### config.mk
export PLATFORM = sky130hd
export DESIGN_NAME = register_file_flat
export DESIGN_NICKNAME = d
export VERILOG_FILES = /design/src/rtl/register_file_pkg.sv /design/src/rtl/register_file_if.sv /design/src/rtl/rf_read_port.sv /design/src/rtl/register_file.sv /design/src/flat_wrapper.sv
export SDC_FILE = /design/constraint.sdc
export NUM_CORES = 2
export LEC_CHECK = 0
export ABC_CLOCK_PERIOD_IN_PS = 4200
export CAP_MARGIN = 20
export CORE_ASPECT_RATIO = 1.75
export CORE_MARGIN = 10
export CORE_UTILIZATION = 50
export DETAILED_ROUTE_END_ITERATION = 10
export PLACE_DENSITY = 0.63
export SKIP_CTS_REPAIR_TIMING = 1
export SLEW_MARGIN = 5
export SYNTH_ARGS = -nofsm -noshare
export SYNTH_HDL_FRONTEND = slang
export SYNTH_SLANG_ARGS = --single-unit
### constraint.sdc
create_clock -name clk -period 4.2 [get_ports clk]
set_input_delay 0.84 -clock clk [delete_from_list [all_inputs] [get_ports clk]]
set_output_delay 0.84 -clock clk [all_outputs]
set_load 0.01 [all_outputs]
### src/rtl/register_file_pkg.sv
// Shared constants for the 32 x 32-bit MIPS general-purpose register file.
// REG_ZERO names the hardwired $zero index.
package register_file_pkg;

  localparam int DATA_WIDTH = 32;
  localparam int ADDR_WIDTH = 5;
  localparam int NUM_REGS   = 2 ** ADDR_WIDTH;

  localparam logic [ADDR_WIDTH-1:0] REG_ZERO = '0;

endpackage

### src/rtl/register_file_if.sv
// Decode/writeback bus for the register file: two read ports, busy reservation,
// and the W-stage write. The master side drives it and the register file is the slave.
interface register_file_if
  import register_file_pkg::*;
();

  logic [ADDR_WIDTH-1:0] index1;
  logic [ADDR_WIDTH-1:0] index2;
  logic [ADDR_WIDTH-1:0] destIndex;
  logic [ADDR_WIDTH-1:0] writeIndexW;
  logic [DATA_WIDTH-1:0] valueInput;
  logic [DATA_WIDTH-1:0] valueOutput1;
  logic [DATA_WIDTH-1:0] valueOutput2;
  logic                  readEnable;
  logic                  writeEnable;
  logic                  regWriteW;
  logic                  flagOutput1;
  logic                  flagOutput2;

  modport master (
    output index1, index2, destIndex, writeIndexW, valueInput,
    output readEnable, writeEnable, regWriteW,
    input  valueOutput1, valueOutput2, flagOutput1, flagOutput2
  );

  modport slave (
    input  index1, index2, destIndex, writeIndexW, valueInput,
    input  readEnable, writeEnable, regWriteW,
    output valueOutput1, valueOutput2, flagOutput1, flagOutput2
  );

endinterface

### src/rtl/rf_read_port.sv
// One combinational read port: $zero forcing, writeback bypass and hazard flag.
// A same-cycle retiring write both supplies the data and resolves the hazard.
module rf_read_port
  import register_file_pkg::*;
(
  input  logic                  read_enable,
  input  logic [ADDR_WIDTH-1:0] index,
  input  logic [DATA_WIDTH-1:0] reg_value,
  input  logic                  busy_bit,
  input  logic                  reg_write_w,
  input  logic [ADDR_WIDTH-1:0] write_index_w,
  input  logic [DATA_WIDTH-1:0] value_input,
  output logic [DATA_WIDTH-1:0] value,
  output logic                  flag
);

  logic wb_hit;

  assign wb_hit = reg_write_w && (write_index_w == index);

  always_comb begin
    value = '0;
    flag  = 1'b0;
    if (read_enable) begin
      if (index == REG_ZERO) begin
        value = '0;
      end else if (wb_hit) begin
        value = value_input;
      end else begin
        value = reg_value;
      end
      flag = busy_bit && !wb_hit;
    end
  end

endmodule

### src/rtl/register_file.sv
// 32 x 32-bit register file with one synchronous write port, two bypassed read
// ports and a per-register busy scoreboard for decode-stage hazard detection.
module register_file
  import register_file_pkg::*;
(
  input  logic            clk,
  input  logic            reset,
  register_file_if.slave  rf
);

  logic [DATA_WIDTH-1:0] regs [NUM_REGS];
  logic [NUM_REGS-1:0]   busy;

  logic [DATA_WIDTH-1:0] reg_value1;
  logic [DATA_WIDTH-1:0] reg_value2;

  // Reservation is applied after the retire clear so a same-index set wins.
  always_ff @(posedge clk) begin
    if (reset) begin
      for (int i = 0; i < NUM_REGS; i++) begin
        regs[i] <= '0;
      end
      busy <= '0;
    end else begin
      if (rf.regWriteW && (rf.writeIndexW != REG_ZERO)) begin
        regs[rf.writeIndexW] <= rf.valueInput;
        busy[rf.writeIndexW] <= 1'b0;
      end
      if (rf.writeEnable && (rf.destIndex != REG_ZERO)) begin
        busy[rf.destIndex] <= 1'b1;
      end
    end
  end

  assign reg_value1 = regs[rf.index1];
  assign reg_value2 = regs[rf.index2];

  rf_read_port u_read_port1 (
    .read_enable   (rf.readEnable),
    .index         (rf.index1),
    .reg_value     (reg_value1),
    .busy_bit      (busy[rf.index1]),
    .reg_write_w   (rf.regWriteW),
    .write_index_w (rf.writeIndexW),
    .value_input   (rf.valueInput),
    .value         (rf.valueOutput1),
    .flag          (rf.flagOutput1)
  );

  rf_read_port u_read_port2 (
    .read_enable   (rf.readEnable),
    .index         (rf.index2),
    .reg_value     (reg_value2),
    .busy_bit      (busy[rf.index2]),
    .reg_write_w   (rf.regWriteW),
    .write_index_w (rf.writeIndexW),
    .value_input   (rf.valueInput),
    .value         (rf.valueOutput2),
    .flag          (rf.flagOutput2)
  );

endmodule

### src/flat_wrapper.sv
// flat-port wrapper written by rule: the top's interface ports become plain ports
module register_file_flat import register_file_pkg::*;
  (clk, reset, rf_index1, rf_index2, rf_destIndex, rf_writeIndexW, rf_valueInput, rf_readEnable, rf_writeEnable, rf_regWriteW, rf_valueOutput1, rf_valueOutput2, rf_flagOutput1, rf_flagOutput2);
  register_file_if rf_i ();
  input  logic clk;
  input  logic reset;
  input wire logic [$bits(rf_i.index1)-1:0] rf_index1;
  input wire logic [$bits(rf_i.index2)-1:0] rf_index2;
  input wire logic [$bits(rf_i.destIndex)-1:0] rf_destIndex;
  input wire logic [$bits(rf_i.writeIndexW)-1:0] rf_writeIndexW;
  input wire logic [$bits(rf_i.valueInput)-1:0] rf_valueInput;
  input wire logic [$bits(rf_i.readEnable)-1:0] rf_readEnable;
  input wire logic [$bits(rf_i.writeEnable)-1:0] rf_writeEnable;
  input wire logic [$bits(rf_i.regWriteW)-1:0] rf_regWriteW;
  output wire logic [$bits(rf_i.valueOutput1)-1:0] rf_valueOutput1;
  output wire logic [$bits(rf_i.valueOutput2)-1:0] rf_valueOutput2;
  output wire logic [$bits(rf_i.flagOutput1)-1:0] rf_flagOutput1;
  output wire logic [$bits(rf_i.flagOutput2)-1:0] rf_flagOutput2;
  assign rf_i.index1 = rf_index1;
  assign rf_i.index2 = rf_index2;
  assign rf_i.destIndex = rf_destIndex;
  assign rf_i.writeIndexW = rf_writeIndexW;
  assign rf_i.valueInput = rf_valueInput;
  assign rf_i.readEnable = rf_readEnable;
  assign rf_i.writeEnable = rf_writeEnable;
  assign rf_i.regWriteW = rf_regWriteW;
  assign rf_valueOutput1 = rf_i.valueOutput1;
  assign rf_valueOutput2 = rf_i.valueOutput2;
  assign rf_flagOutput1 = rf_i.flagOutput1;
  assign rf_flagOutput2 = rf_i.flagOutput2;
  register_file u_core (.clk(clk), .reset(reset), .rf(rf_i));
endmodule
==> flow_metrics.py <==
metrics = {
    "placed_design": {
        "hpwl_um": 136800,
        "io_buffer_count": 122,
        "pre_cts_ws_ps": -615.7,
        "gp_congestion": 0.9278,
        "place_area_um2": 63470,
    },
    "logic_synthesis": {
        "yosysWarnings": 0,
        "synth_ff_type": "edfxtp_1",
        "synthesis.instances": 4140,
        "yosysMostFrequentCell": "edfxtp_1",
        "avgSynthCellArea_um2": 13.73,
        "async_flop_share_pct": 0,
        "synth-seq-area-share_pct": 55.22,
        "ys_ff_latch": 1056,
        "netlist_top_cells_area": "edfxtp_1, mux4_2, and2_1",
        "synthDominantCellAreaShare_pct": 54.09,
        "synth_edf_count": 1024,
        "netlist_top_cells_count": "edfxtp_1, and2_1, mux4_2, mux2i_1, clkbuf_1",
        "ys_types": 51,
        "synth_top_cell_by_area": "edfxtp_1",
        "syn_area_um2": 56850,
    },
    "die": {
        "design.portCount": 123,
        "num_rows": 163,
        "die-area_um2": 128100,
        "initial_core_util_pct": 50.40,
        "fp.dieW_um": 274.9,
        "die_h_um": 466.1,
        "core-area_um2": 112800,
    },
    "critical_path": {
        "cp_data_required_time_ps": 3360,
        "cp-end-kind": "output pin",
        "crit_arrival_ps": 3340,
        "slowest_stage": "clkdlybuf4s50_1",
        "setup.worst_path.start_class": "input port",
        "worstPathCellList": "clkdlybuf4s50_1, xor2_1, nor4_2, nand3_2, nor2_4, buf_12, o32a_1, clkdlybuf4s50_1",
        "crit_fanout": 16,
        "cpPeakStageDelay_ps": 600,
        "path_common_cell": "clkdlybuf4s50_1",
        "path_class": "input port to output pin",
        "reg2reg_slack_ps": 3500,
    },
    "route": {
        "wl_per_cell_um": 35.47,
        "dr.pass1.iters": 5,
        "vias": 40320,
        "drtAntennaViolNets": 0,
        "avgViaCountPerCell": 6.759,
        "drc_errors": 0,
        "wl_um": 211600,
        "drt_iter0_drc": 5314,
    },
    "final_layout": {
        "seqCellArea_um2": 31390,
        "area_growth_pct": 18.23,
        "n_fill_cell": 8704,
        "postLayoutCoreUtil_pct": 59.59,
        "multi_input_area_um2": 24280,
        "drive_above_1_share_pct": 23.97,
        "nets": 4455,
        "final_area_um2": 67210,
    },
    "timing": {
        "period_needed_ps": 4178,
        "report.final.slew_viol_count": 0,
        "worst_slew_pin_slew_ps": 1151,
        "finalSetupViolations": 0,
        "setup_slack_ps": 22.34,
        "max_clock_freq_mhz": 239.4,
        "finalHoldViolations": 0,
        "slew_headroom_pct": 23.12,
        "finalCritPeriodShare_pct": 99.47,
        "finalClockSkew_ps": 0,
    },
    "flow_run": {
        "drv_cap": 0,
    },
    "power": {
        "cellPowerDensity_nw_per_um2": 376.9,
        "total_power_mw": 25.33,
        "p_leak_nw": 24.52,
        "vdd_drop_max_mv": 0.3491,
    },
    "clock_network": {
        "clockRootBuffer": "clkbuf_16",
        "clock-sinks": 1056,
        "clockBufferDepth": 3,
        "clk_pin_slew_ps": 60,
        "cts_inserted_buffers": 98,
        "cts_tree": "yes",
        "clock_latency_ps": 730,
        "htree_levels": 3,
    },
    "min_path": {
        "hp-class": "flop to flop",
    },
    "grt": {
        "gr-usage-all-layers_pct": 32.77,
        "grt_first_pass_wirelength_um": 296400,
        "grt_pass1_vias": 40981,
        "antenna_found_initial": 12,
        "overflow": 0,
        "grt_max_degree": 54,
    },
    "status": {
        "status": "finished clean",
    },
}
registers in the layout, summed over array words and instances (netlist names):
register and flops:
u_core.regs 1024, u_core.busy 32
through the flow:
| step | TNS (ps) | cells | hold WS, ps |
|---|---|---|---|
| detailed placement | -13130 | 5783 | 478.3 |
| global route | -6.171 | 5962 | 503.2 |
| floorplan | 0 | 4171 | 450.9 |
| CTS | -14570 | 5961 | 489.1 |
| global placement | -16730 | 5783 | 468.1 |
| finish | 0 | 5965 | 491.7 |
per-layer routing:
metal	GRT usage [%]	share of wire, %	routed length (um)
met5	0	0.026	54
met4	19.65	6.6	13930
met3	6.999	10	22170
met2	53.86	49	103100
met1	39.18	34	72320
layout by cell type (no fill, tap or decap), types with 7 or more instances in the layout:
cell,count
o32a_1,32
or3_4,11
nor2_4,34
clkdlybuf4s50_1,75
bufinv_16,10
nand2b_1,11
a22oi_1,128
dlymetal6s2s_1,38
clkinv_2,15
conb_1,32
nor2_1,42
a21o_2,12
clkinv_1,22
or3_1,27
a41oi_1,14
nor3_1,39
a21oi_1,62
dfxtp_1,32
o21bai_4,15
xor2_1,8
clkbuf_1,17
o22a_1,8
nor2b_1,13
mux2i_1,355
mux4_2,358
a41oi_2,11
edfxtp_1,1024
buf_4,304
a41oi_4,7
and2_1,994
inv_1,33
a31oi_1,10
o21ai_0,35
and3_1,9
nand2_1,114
buf_12,131
o22ai_1,146
clkbuf_16,104
nand3_1,59
path summary, 6_finish.rpt:
path	from	cells after the start	end
max	rf_writeIndexW[1]	8	rf_valueOutput1[1]
min	u_core.busy[4]	2	u_core.busy[4]
max reg2reg	u_core.busy[20]	2	u_core.busy[20]
min reg2reg	u_core.busy[4]	2	u_core.busy[4]
worst max-delay path: cells and delay by family:
kind | cells | cell delay, ps
buf+inv | 3 | 1360
xor+xnor | 1 | 270
simple gates | 3 | 590
compound gates | 1 | 230
kinds of logic after synthesis:
logic type / Yosys count / share of synthesized area [%]
other: 1 / 0.006597
and+or+nand+nor: 1401 / 14.44
muxes: 717 / 20.51
buffers and inverters: 464 / 3.709
xor gates and xnor gates: 10 / 0.1541
DFF: 1056 / 55.22
AOI/OAI and AO/OA: 491 / 5.954
power by group:
part	switching, mW	internal [mW]
clock	4.12	5.19
combinational	2.00	1.58
sequential	0.306	12.1
total	6.43	18.9
final cells by class:
type                            instances  area share, %
Tap cell                             1485          2.765
Sequential cell                      1056          46.71
Multi-Input combinational cell       2651          36.13
Timing Repair Buffer                  557          9.348
Clock buffer                          125          4.049
Inverter                               34         0.1899
Antenna cell                            4        0.01489
Clock inverter                         53         0.7968
Note: power is estimated with default switching activity, not from simulation.
